$ cat config.mk
export PLATFORM = sky130hd
export DESIGN_NAME = fetch_controller
export DESIGN_NICKNAME = d
export VERILOG_FILES = /design/src/rtl/fetch_pkg.sv /design/src/rtl/fetch_fifo.sv /design/src/rtl/fetch_controller.sv
export SDC_FILE = /design/constraint.sdc
export NUM_CORES = 1
export LEC_CHECK = 0
export CAP_MARGIN = 25
export CORE_AREA = 2 2 138 140
export CTS_BUF_LIST = sky130_fd_sc_hd__clkbuf_2
export DETAILED_ROUTE_END_ITERATION = 8
export DIE_AREA = 0 0 140 142
export PLACE_DENSITY = 0.85
export SLEW_MARGIN = 25
export SYNTH_ARGS = -nofsm -noshare
export SYNTH_HDL_FRONTEND = slang
export SYNTH_HIERARCHICAL = 1
export SYNTH_SLANG_ARGS = --single-unit
$ cat constraint.sdc
create_clock -name clk -period 2.2 [get_ports clk]
set_input_delay 0.66 -clock clk [delete_from_list [all_inputs] [get_ports clk]]
set_output_delay 0.66 -clock clk [all_outputs]
set_load 0.1 [all_outputs]
$ cat src/rtl/fetch_pkg.sv
// Shared types and constants for the instruction fetch path.
// Built with or without FETCH_PERF_CNT_EN; see fetch_controller.
package fetch_pkg;
  localparam int INSTR_BYTES = 4;
  localparam logic [31:0] NOP_INSTR = 32'h0000_0013;

  typedef struct packed {
    logic [31:0] pc;
    logic [31:0] instr;
  } fetch_entry_t;
endpackage

$ cat src/rtl/fetch_fifo.sv
// Small {pc, instr} buffer between the ROM and decode; flush wins over push/pop.
// The head output holds its last presented value while the buffer is empty.
module fetch_fifo
  import fetch_pkg::*;
#(
  parameter int DEPTH = 2,
  localparam int PW = $clog2(DEPTH),
  localparam int CW = $clog2(DEPTH + 1)
) (
  input  logic          clk,
  input  logic          rst_n,
  input  logic          push,
  input  logic          pop,
  input  logic          flush,
  input  fetch_entry_t  push_data,
  output logic [CW-1:0] count,
  output fetch_entry_t  head
);
  fetch_entry_t  mem [DEPTH];
  fetch_entry_t  hold_q;
  logic [PW-1:0] rd_ptr;
  logic [PW-1:0] wr_ptr;
  logic [CW-1:0] count_q;

  always_ff @(posedge clk or negedge rst_n) begin
    if (!rst_n) begin
      rd_ptr  <= '0;
      wr_ptr  <= '0;
      count_q <= '0;
      hold_q  <= '0;
      for (int i = 0; i < DEPTH; i++) mem[i] <= '0;
    end else begin
      // Track what decode last saw so the outputs stay stable once drained.
      if (count_q != '0) hold_q <= mem[rd_ptr];
      if (flush) begin
        rd_ptr  <= '0;
        wr_ptr  <= '0;
        count_q <= '0;
      end else begin
        if (push) begin
          mem[wr_ptr] <= push_data;
          wr_ptr      <= wr_ptr + PW'(1);
        end
        if (pop) rd_ptr <= rd_ptr + PW'(1);
        if (push && !pop)      count_q <= count_q + CW'(1);
        else if (!push && pop) count_q <= count_q - CW'(1);
      end
    end
  end

  assign count = count_q;
  assign head  = (count_q != '0) ? mem[rd_ptr] : hold_q;
endmodule

$ cat src/rtl/fetch_controller.sv
// Instruction fetch sequencer: owns the PC, fetches from a combinational ROM, buffers for decode.
// FETCH_PERF_CNT_EN adds perf_fetched / perf_stall counters.
module fetch_controller
  import fetch_pkg::*;
#(
  parameter int ADDRESS_WIDTH = 32,
  parameter int DATA_WIDTH    = 32,
  parameter int DEPTH         = 2,
  parameter logic [ADDRESS_WIDTH-1:0] RESET_PC = '0
) (
  input  logic                     clk,
  input  logic                     rst_n,
  output logic [ADDRESS_WIDTH-1:0] imem_addr,
  input  logic [DATA_WIDTH-1:0]    imem_instr,
  input  logic                     halt,
  input  logic                     redirect_valid,
  input  logic [ADDRESS_WIDTH-1:0] redirect_pc,
  output logic                     out_valid,
  input  logic                     out_ready,
  output logic [ADDRESS_WIDTH-1:0] out_pc,
  output logic [DATA_WIDTH-1:0]    out_instr,
  output logic                     fetch_err
`ifdef FETCH_PERF_CNT_EN
  ,
  output logic [31:0]              perf_fetched,
  output logic [31:0]              perf_stall
`endif
);
  localparam int CW = $clog2(DEPTH + 1);

  logic [ADDRESS_WIDTH-1:0] pc_q;
  logic                     fetch_err_q;
  logic [CW-1:0]            fifo_count;
  fetch_entry_t             fifo_head;
  fetch_entry_t             fifo_in;
  logic                     push;
  logic                     pop;

  assign out_valid = (fifo_count != '0);
  assign pop       = out_valid & out_ready;
  // A full buffer can still accept when the head leaves this cycle.
  assign push      = ~halt & ~redirect_valid & ((fifo_count < CW'(DEPTH)) | pop);

  assign fifo_in.pc    = 32'(pc_q);
  assign fifo_in.instr = 32'(imem_instr);

  always_ff @(posedge clk or negedge rst_n) begin
    if (!rst_n) begin
      pc_q        <= RESET_PC;
      fetch_err_q <= 1'b0;
    end else begin
      fetch_err_q <= redirect_valid & (redirect_pc[1:0] != 2'b00);
      if (redirect_valid) pc_q <= {redirect_pc[ADDRESS_WIDTH-1:2], 2'b00};
      else if (push)      pc_q <= pc_q + ADDRESS_WIDTH'(INSTR_BYTES);
    end
  end

  fetch_fifo #(.DEPTH(DEPTH)) u_fifo (
    .clk       (clk),
    .rst_n     (rst_n),
    .push      (push),
    .pop       (pop),
    .flush     (redirect_valid),
    .push_data (fifo_in),
    .count     (fifo_count),
    .head      (fifo_head)
  );

  assign imem_addr = pc_q;
  assign out_pc    = ADDRESS_WIDTH'(fifo_head.pc);
  assign out_instr = DATA_WIDTH'(fifo_head.instr);
  assign fetch_err = fetch_err_q;

`ifdef FETCH_PERF_CNT_EN
  always_ff @(posedge clk or negedge rst_n) begin
    if (!rst_n) begin
      perf_fetched <= '0;
      perf_stall   <= '0;
    end else begin
      if (push)                   perf_fetched <= perf_fetched + 32'd1;
      if (out_valid & ~out_ready) perf_stall   <= perf_stall + 32'd1;
    end
  end
`endif
endmodule

==> run summary, run 1 <==
In the synthesized netlist the dominant register cell turns out to be sky130_fd_sc_hd__dfrtp_1. Ratio of cells with drive above 1 in the final layout: 58.6%. The critical path capture point type is an output pin.

Initial antenna violation count: 1. The worst-path maximum fanout came out at 15. The count of routing violations after the opening detailed-route iteration is 561.

The setup slack of the worst register-to-register path was 10 ps; the area added between synthesis and finish was 54.8%. The clock sink count was 227; the clock-pin slew reported for the worst setup and hold paths after clock tree synthesis was 120 ps. The first global-routing pass estimated 42.5 mm of wire. The row count was 50.

Setup violations remaining at the end of the flow were counted as 65. The number of levels in the clock H-tree is 2. After floorplanning, the core was sized to cover 0.0185 sq mm.

Terminus of the critical flop-to-flop path: u_fifo/mem[4]. The mapped netlist covers 0.00999 sq mm. Sorting the synthesized cells by area gives the leading types as sky130_fd_sc_hd__dfrtp_1 57%, sky130_fd_sc_hd__mux2_4 9.0%, sky130_fd_sc_hd__mux2_2 7.8%, sky130_fd_sc_hd__mux2i_1 6.5%, sky130_fd_sc_hd__a21oi_1 3.2%. The pre-antenna-repair detailed-routing pass consisted of 8 iterations. In this run the vertical extent of the chip is 142 um. The origin of the critical flop-to-flop path was u_fifo/count[1]. The critical path goes through clkbuf_16, mux2i_1, a21oi_4, buf_12. The family with the most delay on the worst path is flip-flops. Final setup skew: 79.1 ps. The setup slack after layout is -777 ps, and the clock period minus final worst setup slack is 2980 ps. Total design power: 24.5 mW. The post-detailed-placement half-perimeter wirelength was 16.2 mm. Sequential cells were found to cover 56.8% of the synthesized design area. The data arrival at the endpoint of the critical path was 2320 ps.

Total clock buffers created by CTS: 57. The number of cells on the worst reg-to-reg path is 7. Number of max-cap violations: 0. Setup repair after global routing could not meet its margin everywhere. The global placement routability congestion came out at 0.800.

The flow ran to the end, but the final reports show violations. The clock latency on the worst-skew pair is 860 ps. The path class of the lowest-slack min-delay path was in2async. Together, buffers and inverters on the worst path number 2. The category of the critical setup timing path is reg2out. Across all hold checks on the routed design, the worst slack comes to 277 ps.

For this design the top-level I/O count stands at 167. In this run the mean area of a mapped cell was 13.0 sq um. Measured against its own limit, the worst slew margin works out to 65.1%. The tools report the antenna violation net count after detailed routing as 0. For this run, the slowest stage of the critical path takes 530 ps. Dividing total power by cell area gives a power density of 1580 mW/mm^2.

The worst path uses 135% of the clock period. In the synthesized netlist, the number of instances is 769. In the layout the commonest cells are 194 x sky130_fd_sc_hd__dfrtp_1, 109 x sky130_fd_sc_hd__buf_12, 85 x sky130_fd_sc_hd__clkbuf_2.

The library cell used most frequently in the layout, excluding fill and tap cells, is sky130_fd_sc_hd__dfrtp_1. Port buffering added 164 buffers. Entering global routing, the biggest net connects 59 pins. The number of synthesized flops with an enable pin works out to 0.

For this run, the top clock speed supported by timing is 336 MHz. The tools report the via total after detailed routing as 7,566. The worst setup path is launched from a register. The run gives 1540 ps as the required time at the worst-slack endpoint. The run gives 27.1% as the global-route usage over all layers. The checks that failed: design-rule violations, negative setup slack. After global routing the overflow that remains totals 0. After detailed routing, the average wire length per cell comes to 23.1 um.

The longest clock path from root to sink contains 3 buffers. After synthesis, the share of flip-flops with an asynchronous set or reset is 100%. IR analysis of the VDD net gives a maximum drop of 0.00140 V. For the pin with the worst max-slew slack, the measured transition is 519 ps. The leakage power figure came out at 6.65 nW. The cell chosen for the clock root was sky130_fd_sc_hd__clkbuf_2.

For the net count reported at finish, the log shows 1,121. Number of distinct standard cells referenced by the synthesized netlist: 43. For this configuration, the core starts out at a cell density of 54.2%.

Summed over all layers, the routed wires come to 30.7 mm. The count of pins over their slew limit is 0. The slowest stage of the critical path belongs to the cell sky130_fd_sc_hd__dfrtp_4. The overall die width works out to 140 um.

For the number of hold violations in the final report, the log shows 0. TritonCTS built the clock tree. Yosys printed 6 warnings. In the routed design, unresolved DRC markers number 9.

The via count of the first global-routing pass is 7,985, and the total die area is 0.0199 sq mm. The synthesized design spends more area on one cell type than any other, namely sky130_fd_sc_hd__dfrtp_1. In this run, synthesis produced a sequential element count of 227.

The top cell type by area accounts for 56.8% of the synthesized area. In the routed layout, each cell is associated on average with a via count of 5.69.
==> flip-flops by register name, indices dropped and copies added (netlist names) <==
signal and flops:
fetch_err 1, imem_addr 30, u_fifo/count 2, u_fifo/hold_q 64, u_fifo/mem 128, u_fifo/rd_ptr 1
u_fifo/wr_ptr 1
==> worst max path at each step <==
| stage | from | to | slack, ps | cells after the start |
|---|---|---|---|---|
| 2_1_floorplan | u_fifo/count[0] | out_instr[0] | -30 | 4 |
| 3_3_place_gp | out_ready | u_fifo/mem[62] | -240 | 7 |
| 3_5_place_dp | out_ready | u_fifo/mem[4] | -310 | 7 |
| 4_1_cts | u_fifo/count[0] | out_pc[24] | -770 | 5 |
| 5_1_grt | u_fifo/rd_ptr | out_pc[13] | -840 | 4 |
| 6_report | u_fifo/rd_ptr | out_pc[13] | -780 | 4 |
==> final cells by class <==
type	count	area [sq um]
antenna	1	2.50
clock buffer	85	425
clock inverter	17	65.1
fill	862	2980
inverter	3	11.3
multi-input combinational	500	5190
sequential	227	5720
tap	234	293
timing repair buffer	262	3760
==> cell usage after synthesis, types with 14 or more instances <==
library cell                 n
sky130_fd_sc_hd__mux2_4     60
sky130_fd_sc_hd__nand2_1    35
sky130_fd_sc_hd__mux2_2     69
sky130_fd_sc_hd__mux2i_1    65
sky130_fd_sc_hd__clkbuf_1   14
sky130_fd_sc_hd__a21oi_1    64
sky130_fd_sc_hd__o21ai_0    18
sky130_fd_sc_hd__dfrtp_1   227
sky130_fd_sc_hd__nor2_1     71
sky130_fd_sc_hd__xnor2_1    14
sky130_fd_sc_hd__xor2_1     17
==> where the power goes <==
part / leakage, nW / switching [mW] / internal [mW]
clock: 0.385 / 1.77 / 1.02
sequential: 2.71 / 1.04 / 5.57
combinational: 3.55 / 9.28 / 5.83
==> routing by layer <==
metal / vias up / global-route usage [%] / wire [um]
met5: - / 0 / 0
met4: 0 / 12.4 / 1050
met3: 84 / 5.85 / 1720
met2: 325 / 45.1 / 15500
met1: 3874 / 34.4 / 12400
li1: 3283 / - / -
==> logic make-up after synthesis <==
| family | count (synthesis) | synth area share, % |
|---|---|---|
| adder cells (fa/ha/maj) | 1 | 0.125 |
| multiplexers | 194 | 23.3 |
| XOR/XNOR | 31 | 2.72 |
| AND/OR/NAND/NOR | 169 | 8.44 |
| AO/OA/AOI/OAI | 96 | 4.91 |
| buffers and inverters | 50 | 3.64 |
| flip-flops | 227 | 56.8 |
| other | 1 | 0.0375 |
==> what timing repair did <==
action                     4_1_cts  5_1_grt
hold buffers                     1        0
setup buffers                   31        9
resized for setup               54      114
pin swaps                        3       10
cloned                           0       17
setup endpoints to repair       94       81
hold endpoints to repair        46        0
==> stage by stage <==
step	setup slack (ps)	util, %	instances	instance area [sq um]	setup TNS (ps)
2_1_floorplan	-30.8	-	774	10900	-962
3_3_place_gp	-241	75.2	1174	13900	-26370
3_5_place_dp	-312	75.2	1174	13900	-32320
4_1_cts	-772	79.9	1305	14700	-47820
5_1_grt	-843	83.8	1329	15500	-50850
6_report	-777	83.8	1329	15500	-45640
Note: power is estimated with default switching activity, not from simulation.
==> run 2, diff against run 1 <==
--- a/config.mk
+++ b/config.mk
@@ -10,7 +10,9 @@
 export CTS_BUF_LIST = sky130_fd_sc_hd__clkbuf_2
 export DETAILED_ROUTE_END_ITERATION = 8
 export DIE_AREA = 0 0 140 142
-export PLACE_DENSITY = 0.85
+export PLACE_DENSITY = 0.81
+export RECOVER_POWER = 50
+export SETUP_SLACK_MARGIN = 0.05
 export SLEW_MARGIN = 25
 export SYNTH_ARGS = -nofsm -noshare
 export SYNTH_HDL_FRONTEND = slang
==> run 2 against run 1 <==
The flow still finishes with violations (design-rule violations, negative setup slack). Hold slack worse by 78 ps. Routed wire length decreased by 14%. Fmax rose by 2.1%. Count of clock-buffer cells in the layout up 7. Combinational power shrank 5%. Cell count decreased by 0.60%. Critical endpoint is now out_instr[4]. Worst setup slack improved by 60 ps. Global-route usage decreased by 0.25 points. Highest routed layer unchanged. Clock power about the same. Non-clock buffer count shrank 7.
==> run summary, run 2 (same netlist as run 1, synthesis figures left out) <==
The flow ran to the end, but the final reports show violations. The final reports fail on design-rule violations, negative setup slack. The via density per instance was 5.55 (-2.5%). The clock-pin slew reported for the worst setup and hold paths after clock tree synthesis was 100 ps (-20 ps); the antenna violation net count after detailed routing was 0 (unchanged). The logs give 6.52 nW (-1.9%) for the leakage power figure and 26.2 mm (-14%) for the final routed wirelength across all metal layers. The ratio of cells with drive above 1 in the final layout came out at 55.8% (-2.8 points). The category of the critical setup timing path is reg2out.

The number of input and output port buffers inserted is 164 (unchanged). The logs give 167 (unchanged) for the count of pins on the block boundary and 3 (unchanged) for the worst-case clock buffer depth. The transition time at the pin with the least slew margin is 1070 ps (+555 ps). The via count of the first global-routing pass is 7,968 (-0.21%), and the final cycle utilization of the critical path is 133% (-2.7 points). The peak-usage layer in the global routing report was met2. The total setup violations reported at the end of the flow came out at 65 (unchanged). Kind of start point of the critical path: a register.

The tools report the total clock buffers created by CTS as 58 (+1.8%). The required time at the worst-slack endpoint was 1540 ps (about the same). The worst slew slack as a fraction of its limit was 28.4% (-37 points); the overall die width was 140 um (unchanged). The clock period minus final worst setup slack was 2920 ps (-60.1 ps). The logs give 2260 ps (-60 ps) for the data arrival at the endpoint of the critical path and 26.8% (-0.25 points) for the global-route usage over all layers.

The flip-flop count of the largest register, all copies and words added was 128 (unchanged). The tools report the initial antenna violation count as 1 (unchanged). The most common cell after layout, fill and taps aside was sky130_fd_sc_hd__dfrtp_1. Setup repair after global routing could not meet its margin everywhere. STA classifies the critical path endpoint as an output pin. The tools report the met3 track utilization from global routing as 7.00% (+1.1 points). For the wire length of the first global-routing pass, the log shows 42.3 mm (-0.63%). The logs give 61 (+3.4%) for the pin count of the biggest net entering global routing and -43,030 ps (+2610 ps) for the final-layout setup total negative slack. The minimum hold slack is 199 ps (-77.9 ps). The met2 layer usage reported by global route was 43.4% (-1.6 points); the power density over cell area was 1570 mW/mm^2 (-1.1%). Leaving out fill and tap cells, the most frequent cells in the layout are 197 x sky130_fd_sc_hd__dfrtp_1, 107 x sky130_fd_sc_hd__buf_12, 97 x sky130_fd_sc_hd__clkbuf_2. The post-detailed-placement half-perimeter wirelength was 16.4 mm (+1.4%); the area added between synthesis and finish was 50.6%. The run gives 54.2% (unchanged) as the effective utilization at floorplan.

The maximum vdd ir drop is 0.00136 V (-2.5%), and the global routing met1 resource utilization is 35.9% (+1.5 points). The detailed-route wire length per cell works out to 19.9 um (-14%). The number of levels in the clock H-tree was 2 (unchanged). For the final setup skew, the log shows 70.1 ps (-9.00 ps). The run gives 22 (+13) as the DRC violation count after routing. The worst-path maximum fanout is 23 (+8), and the net count reported at finish is 1,113 (-0.71%). The clock sink count was 227 (unchanged); the area inside the core boundary was 0.0185 sq mm (unchanged). The via total after detailed routing was 7,336 (-3.0%). The logs give 0.835 (+4.5%) for the global placement routability congestion and 0 (unchanged) for the number of hold violations in the final report. The length of the first detailed-routing pass in iterations is 7 (-1). In this run the clock root is driven by a sky130_fd_sc_hd__clkbuf_2.

TritonCTS built the clock tree. The chip height came out at 142 um (unchanged). The tools report the total overflow reported by the global router as 0 (unchanged). The total die area was 0.0199 sq mm (unchanged). Ranked by flip-flop count, first place goes to u_fifo/mem.

The setup slack after layout was -717 ps (+60.1 ps). The path class of the lowest-slack min-delay path is in2reg. For the maximum frequency from static timing analysis, the log shows 343 MHz (+2.1%).

The final core utilization is 81.6% (-2.3 points), and the number of max-cap violations is 0 (unchanged). The clock latency on the worst-skew pair came out at 850 ps (about the same). The row count is 50 (unchanged), and the count of pins over their slew limit is 0 (unchanged). For the count of routing violations after the opening detailed-route iteration, the log shows 411 (-27%).
-- run 2: changes by cell type in the layout (fill, tap and decap cells not counted), sizes merged --
cell,before,now
buf,188,179
or2,6,4
clkbuf,92,101
clkinv,16,10
-- run 2: path summary, 6_finish.rpt --
check / end / slack, ps / startpoint / depth (start not counted)
setup / recovery: out_instr[4] / -720 / u_fifo/rd_ptr / 4
hold / removal: u_fifo/count[0] / 200 / redirect_valid / 3
setup reg to reg: imem_addr[30] / 20 / imem_addr[13] / 7
hold reg to reg: u_fifo/mem[106] / 520 / u_fifo/mem[106] / 1
max in group asynchronous: u_fifo/mem[82] / 260 / rst_n / 3
min in group asynchronous: u_fifo/mem[5] / 540 / rst_n / 2
-- run 2: what timing repair did --
action                                  CTS  global route
buffers inserted                         35             3
pin swaps                                 2             7
hold buffers                              1             0
resized for setup                        67            42
endpoints found under the setup margin   95            87
hold endpoints to repair                 56             0
cloned                                    3             0
-- run 2: where the power goes --
group | leakage (nW) | internal [mW] | total, mW | switching (mW)
Combinational | 3.40 | 5.45 | 14.4 | 8.90
Sequential | 2.72 | 5.57 | 6.45 | 0.882
Clock | 0.404 | 1.09 | 2.79 | 1.70
Total | 6.52 | 12.1 | 23.6 | 11.5
-- run 2: final cells by class --
cell class	instances	area [sq um]
clock buffer	92	460
multi-input combinational	498	5010
clock inverter	11	42.5
inverter	3	11.3
fill	973	3400
tap	234	293
sequential	227	5720
antenna	1	2.50
timing repair buffer	255	3510
-- run 2: critical path: stages (launching register included) --
cell                      delay, ps
sky130_fd_sc_hd__dfrtp_4        570
sky130_fd_sc_hd__buf_16         220
sky130_fd_sc_hd__mux2i_2        200
sky130_fd_sc_hd__a21oi_4        220
sky130_fd_sc_hd__buf_12         200
-- run 2: metal layers --
layer	vias to the layer above	share of wire [%]	routed length (um)
met4	0	2.4	630
met2	311	49	12900
li1	3263	-	-
met5	-	0	0
met3	66	7.3	1910
met1	3696	41	10800
-- run 2: through the flow --
stage / area, sq um / cells / power, mW / setup slack (ps)
finish: 15100 / 1321 / 23.6 / -717
global route: 15000 / 1320 / 24.5 / -806
CTS: 14900 / 1317 / 23.5 / -772
detailed placement: 13900 / 1175 / 20.1 / -308
global placement: 13900 / 1175 / 19.8 / -260
floorplan: 10900 / 774 / 15.7 / -22.9
==> patch: new RTL, config.mk and constraints of run 2 <==
The output `fetch_err` loses its register stage (`fetch_err_q` becomes a continuous assignment).
--- a/src/rtl/fetch_controller.sv
+++ b/src/rtl/fetch_controller.sv
@@ -48,11 +48,11 @@
     if (!rst_n) begin
       pc_q        <= RESET_PC;
-      fetch_err_q <= 1'b0;
     end else begin
-      fetch_err_q <= redirect_valid & (redirect_pc[1:0] != 2'b00);
       if (redirect_valid) pc_q <= {redirect_pc[ADDRESS_WIDTH-1:2], 2'b00};
       else if (push)      pc_q <= pc_q + ADDRESS_WIDTH'(INSTR_BYTES);
     end
   end
+
+  assign fetch_err_q = redirect_valid & (redirect_pc[1:0] != 2'b00);
 
   fetch_fifo #(.DEPTH(DEPTH)) u_fifo (
Function: changed (a bounded check fails within 4 cycles, from zero or initial values and one cycle with rst_n low).
==> patch against run 2 <==
  * The run still ends with DRC, setup timing left
  * Design area rose by 3.4%
  * Wire length rose by 11%
  * Clock power fell by 3%
  * Combinational power rose by 6%
  * Global-route usage rose by 0.96 points
  * Area after synthesis fell by 0.25%
  * Via count rose by 2.3%
  * Maximum frequency fell by 1.2%
  * Sequential cell count fell by 1
  * Power rose by 4.4%
  * Worst setup slack got worse by 36 ps
  * Critical path depth did not move
  * Largest cell class unchanged
==> patch: results (changes against run 2) <==
** Run status
- Status :: finished with violations
- Violated checks :: DRC, setup timing

** Synthesis
- The post-synthesis instance total is 768 (-0.13%).
- Area contributors post-synth :: sky130_fd_sc_hd__dfrtp_1 (57%), sky130_fd_sc_hd__mux2_4 (9.0%), sky130_fd_sc_hd__mux2_2 (7.8%), sky130_fd_sc_hd__mux2i_1 (6.5%), sky130_fd_sc_hd__a21oi_1 (3.2%)
- The proportion of synthesized area in mux cells is 23.4% (+0.058 points).
- Sequential area share after synthesis :: 56.7% (-0.11 points)

** Setup path
- CP peak stage delay :: 510 ps (-60 ps)
- The number of cells on the worst reg-to-reg path came to 8 (+1).
- The startpoint identified for the worst register-to-register timing path is imem_addr[15].
- The maximum fanout along the worst path came to 26 (+13%).
- Arrival time of the worst setup path :: 2290 ps (+30 ps)

** Pwr
- Sequential cell fraction of total power :: 26.8% (-0.6 points)
- Power dissipated by switching net loads :: 12.1 mW (+5.4%)
- The maximum ir drop on the vdd rail came to 1.34 mV (-1.7%).
- The internal power contribution was 12.5 mW (+3.6%).
- The proportion of power drawn by the clock network was 10.9% (-0.9 points).
- The reported leakage power is 6.66 nW (+2.2%).

** STA
- The worst-case clock skew came to 77.1 ps (+7.04 ps).
- Setup-failing EPs final :: 66 (+1.5%)
- Worst-case setup margin in the final layout :: -753 ps (-36.1 ps)

** Routing
- The per-cell via count in the routed design came to 5.65 (+1.7%).
- Initial detailed-routing violation count :: 549 (+34%)
- The number of vias in the routed layout is 7502 (+2.3%).
- Number of design rule violations left after detail routing :: 16 (-27%)

** Global route
- The number of global-route vias before repair came to 8109 (+1.8%).
- The maximum number of pins on one net before global-route repair came to 58 (-4.9%).
- The combined global-route utilization of all metal layers is 27.8% (+0.96 points).
- Global-route wire length before repair :: 43.2 mm (+2.3%)

** Placement
- The detailed placement HPWL came to 16.1 mm (-2.0%).
- Worst-case setup slack after placement :: -315 ps (-6.19 ps)

** Hold path
- The worst hold path terminates at u_fifo/rd_ptr.

** Finish
- Filler Cells Inserted :: 836 (-14%)
==> patch: cell type report <==
type	count	area, um2	share of cell area [%]
clock inverter	14	52.6	0.338
multi-input combinational	497	5210	33.5
clock buffer	81	405	2.61
timing repair buffer	271	3880	25.0
tap	234	293	1.88
antenna	2	5.00	0.0322
inverter	3	11.3	0.0724
sequential	226	5700	36.6
==> patch: metal layers <==
layer	track usage [%]	vias to the layer above	wire length [um]
met3	7.71	66	2100
met5	0	-	0
met1	36.1	3807	12000
met2	45.7	356	14400
li1	-	3273	-
met4	9.46	0	768
==> patch: how the worst max path moves through the flow <==
stage                                from  slack, ps              to
after floorplan           u_fifo/count[1]        -20    out_instr[0]
after global placement          out_ready       -270  u_fifo/mem[64]
after detailed placement        out_ready       -310  u_fifo/mem[64]
after CTS                 u_fifo/count[0]       -760   out_instr[31]
after global routing      u_fifo/count[0]       -830   out_instr[30]
final                       u_fifo/rd_ptr       -750      out_pc[17]
